**src/rtl/sdr_obj_arbiter.sv**
```systemverilog
// sdr_obj_arbiter: shares one SDRAM read channel among pixel fetch engines.
// Optional ARB_ROUND_ROBIN_EN selects round-robin grants (default fixed priority).
module sdr_obj_arbiter #(
  parameter int NUM_REQ     = 3,
  parameter int ADDR_W      = 25,
  parameter int REFRESH_LEN = 4,
  parameter int REFRESH_MAX = 512,
  parameter int TIMEOUT     = 64
) (
  input  logic                      clk_ram,
  input  logic                      reset,
  input  logic [NUM_REQ-1:0]        req_valid,
  input  logic [NUM_REQ*ADDR_W-1:0] req_addr,
  input  logic [NUM_REQ-1:0]        refresh_hint,
  output logic [NUM_REQ-1:0]        req_rdy,
  output logic [63:0]               req_data,
  output logic [ADDR_W-1:0]         sdr_addr,
  output logic                      sdr_req,
  input  logic                      sdr_rdy,
  input  logic [63:0]               sdr_data,
  output logic                      sdr_refresh,
  output logic                      err_overrun,
  output logic                      err_timeout
);

  localparam int GW   = (NUM_REQ > 1) ? $clog2(NUM_REQ) : 1;
  localparam int TMAX = (TIMEOUT > REFRESH_LEN) ? TIMEOUT : REFRESH_LEN;
  localparam int TW   = $clog2(TMAX + 1);

  typedef enum logic [1:0] {
    S_IDLE,
    S_WAIT,
    S_REFRESH
  } state_t;

  state_t              state_q, state_d;
  logic [NUM_REQ-1:0]  pend_q, pend_d;
  logic [ADDR_W-1:0]   addr_q [NUM_REQ];
  logic [ADDR_W-1:0]   addr_d [NUM_REQ];
  logic [GW-1:0]       g_q, g_d;
  logic [TW-1:0]       tmr_q, tmr_d;
  logic [9:0]          rcnt_q, rcnt_d;
  logic                gap_q, gap_d;
  logic [NUM_REQ-1:0]  rdy_q, rdy_d;
  logic [63:0]         data_q, data_d;
  logic                ovr_q, ovr_d;
  logic                tmo_q, tmo_d;
  logic [NUM_REQ-1:0]  clr;
  logic [GW-1:0]       gsel;
  logic                rdue;

`ifdef ARB_ROUND_ROBIN_EN
  logic [GW-1:0]       ptr_q, ptr_d;

  // Walk downward so the first pending index after ptr wins last.
  always_comb begin
    gsel = '0;
    for (int k = NUM_REQ; k >= 1; k--) begin
      if (pend_q[(int'(ptr_q) + k) % NUM_REQ])
        gsel = GW'((int'(ptr_q) + k) % NUM_REQ);
    end
  end
`else
  always_comb begin
    gsel = '0;
    for (int i = NUM_REQ - 1; i >= 0; i--) begin
      if (pend_q[i])
        gsel = GW'(i);
    end
  end
`endif

  assign rdue = (rcnt_q >= 10'(REFRESH_MAX));

  always_comb begin
    state_d     = state_q;
    pend_d      = pend_q;
    addr_d      = addr_q;
    g_d         = g_q;
    tmr_d       = tmr_q;
    rcnt_d      = rcnt_q;
    gap_d       = 1'b0;
    rdy_d       = '0;
    data_d      = data_q;
    ovr_d       = ovr_q;
    tmo_d       = tmo_q;
    clr         = '0;
    sdr_req     = 1'b0;
    sdr_addr    = '0;
    sdr_refresh = 1'b0;
`ifdef ARB_ROUND_ROBIN_EN
    ptr_d       = ptr_q;
`endif

    if (state_q != S_REFRESH && !rdue)
      rcnt_d = rcnt_q + 10'd1;

    unique case (state_q)
      S_IDLE: begin
        // gap_q holds one idle cycle after each read leaves WAIT
        if (!gap_q) begin
          if (rdue) begin
            state_d = S_REFRESH;
            tmr_d   = '0;
          end else if (|pend_q) begin
            sdr_req  = 1'b1;
            sdr_addr = addr_q[gsel];
            g_d      = gsel;
            tmr_d    = '0;
            state_d  = S_WAIT;
`ifdef ARB_ROUND_ROBIN_EN
            ptr_d    = gsel;
`endif
          end else if (|refresh_hint) begin
            state_d = S_REFRESH;
            tmr_d   = '0;
          end
        end
      end
      S_WAIT: begin
        if (sdr_rdy) begin
          data_d     = sdr_data;
          rdy_d[g_q] = 1'b1;
          clr[g_q]   = 1'b1;
          gap_d      = 1'b1;
          state_d    = S_IDLE;
        end else if (tmr_q == TW'(TIMEOUT - 1)) begin
          clr[g_q] = 1'b1;
          tmo_d    = 1'b1;
          gap_d    = 1'b1;
          state_d  = S_IDLE;
        end else begin
          tmr_d = tmr_q + 1'b1;
        end
      end
      S_REFRESH: begin
        sdr_refresh = 1'b1;
        rcnt_d      = '0;
        if (tmr_q == TW'(REFRESH_LEN - 1))
          state_d = S_IDLE;
        else
          tmr_d = tmr_q + 1'b1;
      end
      default: state_d = S_IDLE;
    endcase

    // New request beats a same-cycle completion of its predecessor.
    pend_d = pend_q & ~clr;
    for (int i = 0; i < NUM_REQ; i++) begin
      if (req_valid[i]) begin
        if (pend_q[i] && !clr[i])
          ovr_d = 1'b1;
        pend_d[i] = 1'b1;
        addr_d[i] = req_addr[i*ADDR_W +: ADDR_W];
      end
    end
  end

  always_ff @(posedge clk_ram) begin
    if (reset) begin
      state_q <= S_IDLE;
      pend_q  <= '0;
      for (int i = 0; i < NUM_REQ; i++)
        addr_q[i] <= '0;
      g_q     <= '0;
      tmr_q   <= '0;
      rcnt_q  <= '0;
      gap_q   <= 1'b0;
      rdy_q   <= '0;
      data_q  <= '0;
      ovr_q   <= 1'b0;
      tmo_q   <= 1'b0;
`ifdef ARB_ROUND_ROBIN_EN
      ptr_q   <= GW'(NUM_REQ - 1);
`endif
    end else begin
      state_q <= state_d;
      pend_q  <= pend_d;
      addr_q  <= addr_d;
      g_q     <= g_d;
      tmr_q   <= tmr_d;
      rcnt_q  <= rcnt_d;
      gap_q   <= gap_d;
      rdy_q   <= rdy_d;
      data_q  <= data_d;
      ovr_q   <= ovr_d;
      tmo_q   <= tmo_d;
`ifdef ARB_ROUND_ROBIN_EN
      ptr_q   <= ptr_d;
`endif
    end
  end

  assign req_rdy     = rdy_q;
  assign req_data    = data_q;
  assign err_overrun = ovr_q;
  assign err_timeout = tmo_q;

endmodule

```
**config.mk**
```make
export PLATFORM = sky130hd
export DESIGN_NAME = sdr_obj_arbiter
export DESIGN_NICKNAME = d
export VERILOG_FILES = /design/src/rtl/sdr_obj_arbiter.sv
export SDC_FILE = /design/constraint.sdc
export NUM_CORES = 1
export LEC_CHECK = 0
export ABC_CLOCK_PERIOD_IN_PS = 3200
export BUFFER_PORTS_ARGS = -buffer_cell sky130_fd_sc_hd__buf_2
export CORE_ASPECT_RATIO = 0.8
export CORE_MARGIN = 3
export CORE_UTILIZATION = 56
export CTS_BUF_LIST = sky130_fd_sc_hd__clkbuf_8
export DETAILED_ROUTE_END_ITERATION = 6
export GPL_TIMING_DRIVEN = 0
export HOLD_SLACK_MARGIN = 0.12
export PLACE_DENSITY = 0.92
export REMOVE_ABC_BUFFERS = 1
export SKIP_CTS_REPAIR_TIMING = 1
export SYNTH_ARGS = -nofsm -noshare
export SYNTH_HDL_FRONTEND = slang
export SYNTH_SLANG_ARGS = --single-unit
```
**constraint.sdc**
```tcl
create_clock -name clk_ram -period 3.2 [get_ports clk_ram]
set_input_delay 0.64 -clock clk_ram [delete_from_list [all_inputs] [get_ports clk_ram]]
set_output_delay 0.64 -clock clk_ram [all_outputs]
set_load 0.05 [all_outputs]
```
==> flow_summary.json, run 1 <==
{
  "run_status": "complete, no violations",
  "clock_skew_ns": 0.0169,
  "grt_use_total": 0.266,
  "detail_route.wl_per_cell_um": 16.7,
  "viasPerCell": 5.46,
  "syn_area_sq_um": 6940,
  "start_util": 0.587,
  "power.density_nw_per_um2": 579,
  "core_area_sq_um": 11800,
  "ir_drop_mv": 0.397,
  "synth_fa_ha_area_frac": 0.0126,
  "slowest_delay_ns": 0.65,
  "fin_crit_ns": 3.11,
  "antenna_found_initial": 0,
  "synthArstFlopShare": 0,
  "critPathSlowestCell": "or4_4",
  "r2r_cells": 6,
  "clkTransAtPathRegs_ns": 0.09,
  "syn_area_per_cell_sq_um": 8.91,
  "diodes": 0,
  "area.growth.synth_to_final_pct": 24.6,
  "synth_cell_types": 54,
  "relSlewSlack": 0.396,
  "setup_viol": 0,
  "dpl.hpwl_um": 13000,
  "synth_top_family_by_area": "simple AND/OR/NAND/NOR gates",
  "synthSimpleGateAreaFrac": 0.180,
  "drv_slew": 0,
  "gp_congestion": 0.822,
  "overflow": 0,
  "path_common_cell": "inv_1",
  "fin_cells": 1153,
  "yosysWarnings": 0,
  "crit_arrival_ns": 2.47,
  "synth_xor_area_frac": 0.0101,
  "die_area_sq_um": 13800,
  "clk_latency_ns": 0.44,
  "cts_buffer_depth": 2,
  "rows": 35,
  "drive_gt1_frac": 0.296,
  "cts_tree": "yes",
  "synth.ff_latch_count": 169,
  "antenna_left": 0,
  "startpoint": "state_q[1]",
  "hold_viol_final": 0,
  "required_ns": 2.56,
  "drcViolationCount": 0,
  "p_leak_uw": 0.00400,
  "drtIter0Drc": 487,
  "critPathKind": "flip-flop to primary output",
  "fin_nets": 1147,
  "stdcell_area_sq_um": 8650,
  "crit_end": "sdr_addr[22]",
  "synthMuxAreaShare": 0.147,
  "worstPathMaxFanout": 15,
  "place_area_sq_um": 8220,
  "die_w_um": 130,
  "drt_first_pass_iters": 5,
  "via_count": 6296,
  "dieHeight_um": 106,
  "fin_tns_setup_ns": 0,
  "hold_path.class": "primary input to flip-flop",
  "endpoint_kind": "primary output",
  "clkSinkCount": 169,
  "synth-compound-area-share": 0.119,
  "path_cells": "inv_1 > ha_1 > inv_1 > or4_4 > a211oi_1 > buf_4",
  "tightest_slew_ns": 0.906,
  "drt_wl_total_um": 19200,
  "yosysSeqAreaShare": 0.487,
  "fin_crit_sh": 0.971,
  "grt_max_degree": 96,
  "cts-root-buf": "clkbuf_8",
  "synth_top_flop_cell": "dfxtp_1",
  "htreeDepth": 4,
  "r2r_slack_ns": 1.04,
  "cts_buffers": 17,
  "rsz0062_at_grt": "true",
  "grt_first_pass_wirelength_um": 29200,
  "synth_edf_count": 0,
  "cap_violations": 0,
  "dp_cells": 1120,
  "synth_cells": 779,
  "fmax_mhz": 322,
  "io_pins": 244,
  "cp-start-kind": "flip-flop",
  "r2r_start": "state_q[1]",
  "rr_endpoint": "tmr_q[3]",
  "port_buffers": 243,
  "grt_pass1_vias": 5992
}
-- power by group --
part / leakage [uW] / internal [uW] / switching, uW
Sequential: 0.00138 / 2240 / 81.6
Clock: 0.000187 / 663 / 789
Combinational: 0.00243 / 383 / 850
-- layout by cell type (no fill, tap or decap), types with 2 or more instances in the layout --
cell,instances
nand3_1,3
nand2b_1,3
nand4_1,8
nor2_1,114
clkbuf_8,19
xnor2_1,2
or2_2,2
mux2i_1,102
o21ai_0,5
nor4_1,5
nand2_2,2
inv_6,3
nor3_1,7
buf_16,2
a41oi_1,2
nand2_1,136
a211oi_1,24
dfxtp_1,169
clkinv_4,3
buf_4,6
nor2b_1,4
a21oi_1,72
xor2_1,6
clkinvlp_4,4
buf_2,231
inv_1,13
or4_4,2
clkbuf_4,5
o31ai_1,5
ha_1,7
a32o_1,4
buf_12,3
-- per-stage QoR --
| step | utilization | total power, uW | setup slack [ns] | hold WS (ns) |
|---|---|---|---|---|
| floorplan | - | 3150 | -0.974 | 0.455 |
| global placement | 0.684 | 3510 | -1.56 | 0.438 |
| detailed placement | 0.695 | 3550 | -0.0423 | 0.443 |
| CTS | 0.728 | 4990 | -0.523 | 0.396 |
| global route | 0.731 | 5220 | -0.0313 | 0.396 |
| finish | 0.731 | 5000 | 0.0917 | 0.424 |
-- cell usage after synthesis (6+ instances only) --
| master | count | area [sq um] |
|---|---|---|
| buf_2 | 9 | 45.0 |
| xor2_1 | 6 | 52.6 |
| a211oi_1 | 24 | 180 |
| nand2_1 | 138 | 518 |
| buf_1 | 6 | 22.5 |
| mux2i_1 | 102 | 1020 |
| ha_1 | 7 | 87.6 |
| nor3_1 | 7 | 35.0 |
| a21oi_1 | 72 | 360 |
| nor2_1 | 114 | 428 |
| nand4_1 | 8 | 50.1 |
| inv_1 | 12 | 45.0 |
| dfxtp_1 | 169 | 3380 |
| clkbuf_1 | 33 | 124 |
-- registers in the layout, summed over array words and instances, names as in the netlist --
name	count
state_q	2
err_overrun	1
rcnt_q	10
gap_q	1
addr_q	75
err_timeout	1
req_data	64
pend_q	3
g_q	2
tmr_q	7
req_rdy	3
-- how the worst min path moves through the flow --
stage,slack [ns],end,startpoint,cells past startpoint
after floorplan,0.46,tmr_q[1],tmr_q[1],2
after global placement,0.44,req_data[35],req_data[35],2
after detailed placement,0.44,req_data[26],req_data[26],2
after CTS,0.40,req_data[26],sdr_data[26],3
after global routing,0.40,req_data[32],sdr_data[32],3
final,0.42,req_data[42],sdr_data[42],3
-- worst max-delay path: cells and delay by family (launching register included) --
family,cells,cell delay (ns)
AOI/OAI and AO/OA,1,0.29
DFF,1,0.34
buffers and inverters,3,0.50
adders and majority gates,1,0.25
and+or+nand+nor,1,0.65
-- area by class of cell --
| cell class | instances | area, sq um |
|---|---|---|
| flip-flops and latches | 169 | 3380 |
| multi-input cells | 544 | 3290 |
| fillers | 862 | 3180 |
| repair buffers | 248 | 1370 |
| clock buffers | 19 | 262 |
| well taps | 148 | 185 |
| clock inverters | 13 | 121 |
| inverters | 12 | 45.0 |
-- layer usage --
metal	up-vias	track usage	share of wire
li1	3085	-	-
met1	2964	0.329	0.41
met2	203	0.440	0.50
met3	44	0.0816	0.065
met4	0	0.0888	0.023
met5	-	0	0
-- cell families after synthesis --
group,after synthesis
AO/OA/AOI/OAI,129
multiplexers,102
XOR/XNOR,8
AND/OR/NAND/NOR,297
adder cells (fa/ha/maj),7
flip-flops,169
buffers and inverters,67
No activity file was read; power rests on OpenSTA's default activity.
==> inputs of run 2 (changes only) <==
- CORE_ASPECT_RATIO: 0.8 -> not set
- SKIP_CTS_REPAIR_TIMING: 1 -> not set
==> flow_summary.json, run 2 (synthesis gave the netlist of run 1 again) <==
{
  "run_status": "complete, no violations",
  "critPathSlowestCell": "or4_4",
  "regMostFlops": "addr_q",
  "overflow": 0,
  "worstPathMaxFanout": 7,
  "drtIter0Drc": 465,
  "place_area_sq_um": 8240,
  "fin_crit_sh": 0.983,
  "rows": 40,
  "fmax_mhz": 318,
  "cp-start-kind": "flip-flop",
  "area.growth.synth_to_final_pct": 25.7,
  "hold_viol_final": 0,
  "crit_arrival_ns": 2.51,
  "fill_cells": 900,
  "path_common_cell": "inv_1",
  "die_area_sq_um": 13800,
  "clock_skew_ns": 0.00762,
  "grt_first_pass_wirelength_um": 30200,
  "cts_buffers": 17,
  "gp_congestion": 0.837,
  "power.density_nw_per_um2": 583,
  "antenna_left": 0,
  "clkTransAtPathRegs_ns": 0.09,
  "drcViolationCount": 0,
  "dpl.hpwl_um": 12800,
  "via_count": 6403,
  "antenna_found_initial": 2,
  "drt_wl_total_um": 19500,
  "startpoint": "state_q[1]",
  "endpoint_kind": "primary output",
  "mostFrequentLayoutCells": "buf_2, dfxtp_1, nand2_1, nor2_1, mux2i_1",
  "io_pins": 244,
  "r2r_cells": 6,
  "grt_use_total": 0.270,
  "stdcell_area_sq_um": 8730,
  "cap_violations": 0,
  "path_buf_inv": 3,
  "clkSinkCount": 169,
  "tightest_slew_ns": 0.871,
  "critical_path_depth": 6,
  "die_w_um": 117,
  "required_ns": 2.56,
  "dieHeight_um": 117,
  "slowest_delay_ns": 0.63,
  "largest_register_ffs": 75,
  "path_cells": "inv_1 > ha_2 > inv_1 > or4_4 > a211oi_1 > buf_4",
  "hold_path.class": "primary input to flip-flop",
  "final_common_cell": "buf_2",
  "grt_max_degree": 87,
  "p_leak_uw": 0.00401,
  "cts_buffer_depth": 2,
  "htreeDepth": 4,
  "min_from": "sdr_data[21]",
  "worst_slack_ns": 0.0537,
  "place_ws_ns": -0.0784,
  "grt_pass1_vias": 6032,
  "viasPerCell": 5.44,
  "holdPathStages": 3,
  "cts-root-buf": "clkbuf_8",
  "cts_tree": "yes",
  "cp_top_family": "simple AND/OR/NAND/NOR gates",
  "fin_nets": 1149,
  "drive_gt1_frac": 0.302,
  "setup_viol": 0,
  "drt_first_pass_iters": 5,
  "rsz0062_at_grt": "true",
  "ir_drop_mv": 0.537,
  "detail_route.wl_per_cell_um": 16.5,
  "critPathKind": "flip-flop to primary output",
  "port_buffers": 243,
  "relSlewSlack": 0.419,
  "start_util": 0.576,
  "core_area_sq_um": 12100,
  "r2r_start": "state_q[1]",
  "drv_slew": 0,
  "fin_crit_ns": 3.15,
  "clk_latency_ns": 0.45
}
## run 2: cell count changes in the layout (fill, tap and decap cells not counted), moves of 2 or more
cell      change
a211oi_1      -4
a211oi_2      +4
buf_2         -2
buf_4         +6
clkbuf_4      -3
diode_2       +2
## run 2: layout make-up
| type | count | area [sq um] | area share |
|---|---|---|---|
| sequential | 169 | 3380 | 0.388 |
| multi-input combinational | 545 | 3320 | 0.380 |
| timing repair buffer | 249 | 1370 | 0.157 |
| clock buffer | 18 | 248 | 0.0284 |
| tap | 168 | 210 | 0.0241 |
| clock inverter | 14 | 148 | 0.0169 |
| inverter | 12 | 45.0 | 0.00516 |
| antenna | 2 | 5.00 | 0.000573 |
## run 2: path summary, 6_finish.rpt
path,to,slack (ns)
setup reg to reg,tmr_q[4],0.69
hold reg to reg,req_data[34],0.46
hold / removal,req_data[21],0.42
setup / recovery,sdr_addr[3],0.05
## run 2: stage by stage
step	cells	utilization	hold slack [ns]	setup TNS, ns	power, uW
2_1_floorplan	724	-	0.455	-23.93	3150
3_3_place_gp	1135	0.673	0.438	-39.36	3510
3_5_place_dp	1140	0.683	0.443	-0.486	3550
4_1_cts	1173	0.718	0.387	0	5070
5_1_grt	1177	0.724	0.393	-0.0581	5290
6_report	1177	0.724	0.419	0	5090
## run 2: report_power, final
part	internal [uW]	total [uW]	switching, uW
Sequential	2240	2320	82.9
Clock	717	1510	794
Combinational	396	1260	863
Total	3350	5090	1740
## run 2: tightest hold or removal path, cell delays in order
cell and delay (ns):
buf_2 0.09, nand2_1 0.04, a21oi_1 0.05
## run 2: layer usage
metal	routed length [um]	vias up	track usage
met3	1170	52	0.0738
met2	9900	233	0.466
met4	638	0	0.111
met5	0	-	0
met1	7770	3027	0.318
li1	-	3091	-
## run 2: what timing repair did
item / CTS / global route
hold buffers: 0 / 0
pin swaps: 1 / 1
buffers inserted: 0 / 1
cloned: 1 / 1
resized for setup: 7 / 23
endpoints found under the setup margin: 26 / 23
